[src/rtl/nonogram_pkg.sv]
// Shared types and sizing constants for the nonogram solver datapath.
package nonogram_pkg;

  // Ownership phase of the shared option FIFO across one puzzle.
  typedef enum logic [1:0] {
    FILL  = 2'd0,
    CYCLE = 2'd1,
    FLUSH = 2'd2
  } fifo_phase_t;

  localparam int OPTION_W  = 16;
  localparam int MAX_ROWS  = 11;
  localparam int MAX_COLS  = 11;
  localparam int MAX_LINES = MAX_ROWS + MAX_COLS;

endpackage

[src/rtl/occ_counter.sv]
// Up/down word counter for the option FIFO with synchronous clear.
// Build macro LINE_FIFO_HWM_EN adds a high-water mark of the count.
module occ_counter
  import nonogram_pkg::*;
#(
  parameter  int DEPTH = 1024,
  localparam int OCC_W = $clog2(DEPTH + 1)
) (
  input  logic             clk,
  input  logic             clr,
  input  logic             inc,
  input  logic             dec,
  output logic [OCC_W-1:0] count
`ifdef LINE_FIFO_HWM_EN
  ,
  output logic [OCC_W-1:0] hwm
`endif
);

  logic [OCC_W-1:0] count_reg;
  logic [OCC_W-1:0] count_next;

  // A simultaneous increment and decrement cancel out.
  always_comb begin
    count_next = count_reg;
    if (inc && !dec) begin
      count_next = count_reg + 1'b1;
    end else if (dec && !inc) begin
      count_next = count_reg - 1'b1;
    end
  end

  // Occupancy register; clear overrides any pending update.
  always_ff @(posedge clk) begin
    if (clr) begin
      count_reg <= '0;
    end else begin
      count_reg <= count_next;
    end
  end

  assign count = count_reg;

`ifdef LINE_FIFO_HWM_EN
  logic [OCC_W-1:0] hwm_reg;

  // Track the peak count; lags the count by one cycle.
  always_ff @(posedge clk) begin
    if (clr) begin
      hwm_reg <= '0;
    end else if (count_reg > hwm_reg) begin
      hwm_reg <= count_reg;
    end
  end

  assign hwm = hwm_reg;
`endif

endmodule

[src/rtl/line_fifo_ctrl.sv]
// Owner/arbiter for the shared 16-bit option FIFO: parser fill, solver
// put-back and reads, pass counting and the inter-puzzle FIFO reset.
// Build macro LINE_FIFO_HWM_EN adds the hwm (peak occupancy) output.
module line_fifo_ctrl
  import nonogram_pkg::*;
#(
  parameter  int DATA_W       = OPTION_W,
  parameter  int DEPTH        = 1024,
  parameter  int MAX_LINES    = 22,
  parameter  int FLUSH_CYCLES = 4,
  localparam int OCC_W        = $clog2(DEPTH + 1),
  localparam int LINE_W       = $clog2(MAX_LINES + 1),
  localparam int FC_W         = $clog2(FLUSH_CYCLES + 1)
) (
  input  logic              clk,
  input  logic              rst,
  input  logic              board_parsed,
  input  logic              board_solved,
  input  logic [LINE_W-1:0] num_lines,
  input  logic              p_valid,
  input  logic [DATA_W-1:0] p_data,
  output logic              p_ready,
  input  logic              s_valid,
  input  logic [DATA_W-1:0] s_data,
  output logic              s_ready,
  input  logic              rd_req,
  output logic              rd_valid,
  output logic [DATA_W-1:0] rd_data,
  output logic              pass_done,
  output logic [OCC_W-1:0]  occupancy,
  output logic [DATA_W-1:0] fifo_din,
  output logic              fifo_wr_en,
  output logic              fifo_rd_en,
  output logic              fifo_srst,
  input  logic [DATA_W-1:0] fifo_dout,
  input  logic              fifo_full,
  input  logic              fifo_empty
`ifdef LINE_FIFO_HWM_EN
  ,
  output logic [OCC_W-1:0]  hwm
`endif
);

  fifo_phase_t      phase_reg;
  logic [FC_W-1:0]  flush_cnt_reg;
  logic [LINE_W-1:0] lines_reg;
  logic [LINE_W-1:0] pass_cnt_reg;
  logic             rd_valid_reg;
  logic             pass_done_reg;
  logic [OCC_W-1:0] occ;
  logic             room;
  logic             flush_enter;
  logic             occ_clr;

  // A write needs both the IP's full flag and our own count to agree there is room.
  assign room        = !fifo_full && (occ != OCC_W'(DEPTH));
  assign p_ready     = (phase_reg == FILL)  && room;
  assign s_ready     = (phase_reg == CYCLE) && room;
  assign fifo_wr_en  = (p_valid && p_ready) || (s_valid && s_ready);
  assign fifo_rd_en  = (phase_reg == CYCLE) && rd_req && !fifo_empty;
  assign fifo_srst   = (phase_reg == FLUSH);
  assign flush_enter = (phase_reg == CYCLE) && board_solved;
  // Clearing on the entry edge makes occupancy read 0 throughout FLUSH.
  assign occ_clr     = rst || (phase_reg == FLUSH) || flush_enter;

  // Write data follows whichever side owns the port in this phase.
  always_comb begin
    fifo_din = '0;
    case (phase_reg)
      FILL:    fifo_din = p_data;
      CYCLE:   fifo_din = s_data;
      default: fifo_din = '0;
    endcase
  end

  // Phase sequencer: fill, solve, then hold the FIFO in reset for a fixed time.
  always_ff @(posedge clk) begin
    if (rst) begin
      phase_reg     <= FLUSH;
      flush_cnt_reg <= '0;
      lines_reg     <= '0;
    end else begin
      case (phase_reg)
        FILL: begin
          if (board_parsed) begin
            phase_reg <= CYCLE;
            lines_reg <= num_lines;
          end
        end
        CYCLE: begin
          if (board_solved) begin
            phase_reg     <= FLUSH;
            flush_cnt_reg <= '0;
          end
        end
        FLUSH: begin
          if (flush_cnt_reg == FC_W'(FLUSH_CYCLES - 1)) begin
            phase_reg     <= FILL;
            flush_cnt_reg <= '0;
          end else begin
            flush_cnt_reg <= flush_cnt_reg + 1'b1;
          end
        end
        default: phase_reg <= FLUSH;
      endcase
    end
  end

  // FIFO read latency is one cycle, so rd_valid is the delayed read strobe.
  always_ff @(posedge clk) begin
    if (rst) begin
      rd_valid_reg <= 1'b0;
    end else begin
      rd_valid_reg <= fifo_rd_en;
    end
  end

  // Count reads in the current pass; wrap and flag after num_lines reads.
  always_ff @(posedge clk) begin
    if (rst || (phase_reg == FLUSH)) begin
      pass_cnt_reg  <= '0;
      pass_done_reg <= 1'b0;
    end else begin
      pass_done_reg <= 1'b0;
      if (fifo_rd_en && (lines_reg != '0)) begin
        if (pass_cnt_reg == lines_reg - 1'b1) begin
          pass_cnt_reg  <= '0;
          pass_done_reg <= 1'b1;
        end else begin
          pass_cnt_reg <= pass_cnt_reg + 1'b1;
        end
      end
    end
  end

  assign rd_valid  = rd_valid_reg;
  assign rd_data   = rd_valid_reg ? fifo_dout : '0;
  assign pass_done = pass_done_reg;

  occ_counter #(
    .DEPTH (DEPTH)
  ) u_occ (
    .clk   (clk),
    .clr   (occ_clr),
    .inc   (fifo_wr_en),
    .dec   (fifo_rd_en),
    .count (occ)
`ifdef LINE_FIFO_HWM_EN
    ,
    .hwm   (hwm)
`endif
  );

  assign occupancy = occ;

endmodule

[config.mk]
export PLATFORM = sky130hd
export DESIGN_NAME = line_fifo_ctrl
export DESIGN_NICKNAME = d
export VERILOG_FILES = /design/src/rtl/nonogram_pkg.sv /design/src/rtl/occ_counter.sv /design/src/rtl/line_fifo_ctrl.sv
export SDC_FILE = /design/constraint.sdc
export NUM_CORES = 1
export LEC_CHECK = 0
export CAP_MARGIN = 20
export CORE_MARGIN = 5
export CORE_UTILIZATION = 36
export DETAILED_ROUTE_END_ITERATION = 12
export GPL_ROUTABILITY_DRIVEN = 0
export PLACE_DENSITY = 0.78
export SLEW_MARGIN = 15
export SYNTH_ARGS = -nofsm -noshare
export SYNTH_HDL_FRONTEND = slang
export SYNTH_SLANG_ARGS = --single-unit
[constraint.sdc]
create_clock -name clk -period 2.8 [get_ports clk]
set_input_delay 0.28 -clock clk [delete_from_list [all_inputs] [get_ports clk]]
set_output_delay 0.28 -clock clk [all_outputs]
set_load 0.05 [all_outputs]
==> results.py <==
metrics = {
    "routing": {
        "antenna_left": 0,
        "finalWirelength_mm": 6.68,
        "vias": 2407,
        "wl_per_cell_um": 14.2,
        "dr.pass1.iters": 4,
        "first_iter_violations": 98,
        "vias_per_cell": 5.13,
        "drc": 0,
    },
    "pwr": {
        "leakagePower_nw": 1.46,
        "power_mw": 1.27,
        "p_int_mw": 0.814,
        "pwr-share-seq_pct": 33.9,
        "p_sw_share_pct": 36.1,
        "power_switching_mw": 0.460,
        "irDropWorstVdd_uv": 210,
        "combPwrFrac_pct": 42.9,
        "p_clk_share_pct": 23.2,
        "powerDensity_nw_per_um2": 349,
    },
    "die": {
        "core_area_sq_um": 5540,
        "dieArea_sq_um": 7350,
        "io-pin-count": 112,
        "num_rows": 27,
        "die_h_um": 85.8,
        "fp.dieW_um": 85.8,
        "initial_core_util_pct": 37.3,
    },
    "sta": {
        "final_hold_viol_count": 0,
        "period_minus_slack_ps": 2800,
        "timing.final.crit_share_pct": 99.8,
        "fin_worst_skew_ps": 4.40,
        "setup_violations": 0,
        "max-slew-margin-rel_pct": 65.0,
        "rsz0062_at_grt": "yes",
        "worst_pin_slew_ps": 523,
        "slew_viol_final": 0,
        "setup_ws_ps": 4.36,
        "fmax_mhz": 358,
    },
    "critical_path": {
        "r2r-end": "u_occ.count[10]$_SDFFE_PP0P_",
        "cp.depth": 13,
        "cp_num_buf_inv": 2,
        "worstPathRequired_ps": 3010,
        "critical-path-slowest-cell": "fa_2",
        "r2r_setup_slack_ps": 4,
        "path_cells": "nor4b_4 -> buf_4 -> a311o_1 -> nor2_4 -> ha_4 -> inv_6 -> fa_2 -> a211oi_4 -> o21ai_2 -> a21oi_2 -> xnor2_1 -> or3_1 -> a21oi_1",
        "cp-end-kind": "register",
        "start_kind": "register",
        "worstRegToRegCells": 13,
        "path_max_fanout": 8,
        "path_delay_family": "compound AO/OA/AOI/OAI gates",
        "critical_path_class": "register to register",
        "critPathCapture": "u_occ.count[10]$_SDFFE_PP0P_",
        "slowest_delay_ps": 370,
        "reg2reg_from": "u_occ.count[10]$_SDFFE_PP0P_",
        "critPathArrivalTime_ps": 3010,
        "startpoint": "u_occ.count[10]$_SDFFE_PP0P_",
    },
    "synth": {
        "synth.avg_cell_area_sq_um": 7.95,
        "syn-num-nets": 337,
        "ys_async_sr_fraction_pct": 0,
        "yosysWarnings": 0,
        "ys_top_cells_by_area": "dfxtp_1, mux2i_1, nor2_1, ha_1, and2_1",
        "synth_seq_cells": 28,
        "synth_most_common_cell": "nor2_1",
        "synth_cell_type_count": 39,
        "ys_top_cells_by_count": "nor2_1, dfxtp_1, mux2i_1, and2_1, a21oi_1",
        "synth-seq-area-share_pct": 27.1,
        "synth_area_sq_um": 2070,
        "synth_top_area_share_pct": 27.1,
        "synth_edf_count": 0,
        "synth-main-ff-cell": "dfxtp_1",
        "yosys.area.top_type": "dfxtp_1",
        "synth_cells": 260,
    },
    "finish": {
        "synthToLayoutAreaGrowth_pct": 76.5,
        "n_antenna_cell": 0,
        "largest_reg_flops": 11,
        "layout.nets": 475,
        "fillerInstances": 460,
        "drive_gt1_share_pct": 22.7,
        "fin_cells": 469,
    },
    "flow_run": {
        "max_cap_viol_count": 0,
    },
    "placement": {
        "place_ws_ps": -198,
        "port_buffers": 111,
        "dp_hpwl_mm": 5.41,
        "place_inst": 464,
    },
    "global_routing": {
        "antenna_found_initial": 0,
        "grt_usage_pct": 17.6,
        "overflow": 0,
        "grt_pass1_vias": 2469,
        "grt_first_pass_wirelength_mm": 10.6,
        "grt_max_degree": 25,
    },
    "clocking": {
        "ctsHoldBuffers": 0,
        "cts.sinks": 28,
        "cts_tree": "yes",
        "worstSkewPairLatency_ps": 280,
        "cts_buffers": 3,
        "cts_buffer_depth": 2,
        "clock-root-buffer": "clkbuf_8",
        "cts-htree-levels": 1,
        "clk_pin_slew_worst_paths_ps": 100,
    },
    "hold_path": {
        "hold_path_class": "register to register",
    },
    "status": {
        "status": "finished clean",
    },
}
[layer usage]
layer | track usage [%] | wire, um | part of all wire (%) | up-vias
li1 | - | - | - | 1173
met1 | 18.8 | 2620 | 39 | 1113
met2 | 32.1 | 3310 | 50 | 108
met3 | 5.28 | 620 | 9.3 | 13
met4 | 7.19 | 127 | 1.9 | 0
met5 | 0 | 0 | 0 | -
[worst min-delay path by stage]
| stage | start | to | slack, ps | depth (start not counted) |
|---|---|---|---|---|
| after floorplan | rst | flush_cnt_reg[1]$_SDFFE_PP0P_ | 360 | 1 |
| after global placement | u_occ.count[4]$_SDFFE_PP0P_ | u_occ.count[4]$_SDFFE_PP0P_ | 510 | 2 |
| after detailed placement | u_occ.count[6]$_SDFFE_PP0P_ | u_occ.count[6]$_SDFFE_PP0P_ | 520 | 2 |
| after CTS | u_occ.count[4]$_SDFFE_PP0P_ | u_occ.count[4]$_SDFFE_PP0P_ | 540 | 2 |
| after global routing | u_occ.count[4]$_SDFFE_PP0P_ | u_occ.count[4]$_SDFFE_PP0P_ | 560 | 2 |
| final | u_occ.count[4]$_SDFFE_PP0P_ | u_occ.count[4]$_SDFFE_PP0P_ | 530 | 2 |
[power groups by stage]
stage	registers (mW)	logic [mW]	clock network (mW)
2_1_floorplan	0.436	0.325	0
3_3_place_gp	0.441	0.524	0
3_5_place_dp	0.442	0.535	0
4_1_cts	0.432	0.540	0.297
5_1_grt	0.435	0.591	0.312
6_report	0.432	0.547	0.295
[worst min-delay path: stages (launching register included)]
cell	delay, ps
dfxtp_4	370
a21oi_1	60
nor2_1	70
[timing repair]
item | CTS | global route
setup buffers | 1 | 1
gates resized for setup | 5 | 12
pin swaps | 2 | 5
endpoints found under the setup margin | 1 | 5
[stage by stage]
| step | setup TNS, ps | hold slack, ps | area (sq um) | util (%) |
|---|---|---|---|---|
| 2_1_floorplan | -147 | 363 | 2140 | - |
| 3_5_place_dp | -681 | 518 | 3510 | 63.3 |
| 3_3_place_gp | -297 | 508 | 3510 | 63.3 |
| 4_1_cts | -4.29 | 535 | 3600 | 65.0 |
| 6_report | 0 | 530 | 3650 | 65.8 |
| 5_1_grt | -218 | 557 | 3650 | 65.8 |
[cells in the final DEF (no fill, tap or decap), types with 3 or more instances in the layout]
cell,instances
nor3_1,8
or3_1,3
o21ai_0,8
nor4_1,3
nand2_1,12
nand4_1,5
dfxtp_4,9
nor2b_1,4
and2_1,17
clkbuf_8,3
dfxtp_1,17
a21oi_1,11
a21oi_2,5
nand3_1,4
nor2_1,48
xnor2_1,11
ha_1,11
mux2i_1,28
inv_1,7
buf_4,52
clkdlybuf4s50_1,92
xor2_1,5
[cells by family after synthesis]
group                    count (synthesis)  synth area share, %
AO/OA/AOI/OAI                           40                 12.2
XOR/XNOR                                16                 6.78
adder cells (fa/ha/maj)                 15                 9.45
buffers and inverters                   21                 4.06
flip-flops                              28                 27.1
multiplexers                            29                 14.1
AND/OR/NAND/NOR                        111                 26.3
[cell type report]
type | instances | area, sq um | share of cell area [%]
multi-input cells | 211 | 1520 | 41.8
inverters | 9 | 38.8 | 1.06
repair buffers | 145 | 1330 | 36.5
well taps | 72 | 90.1 | 2.47
clock buffers | 4 | 66.3 | 1.82
flip-flops and latches | 28 | 597 | 16.4
Power figures use the tool's default switching activity.
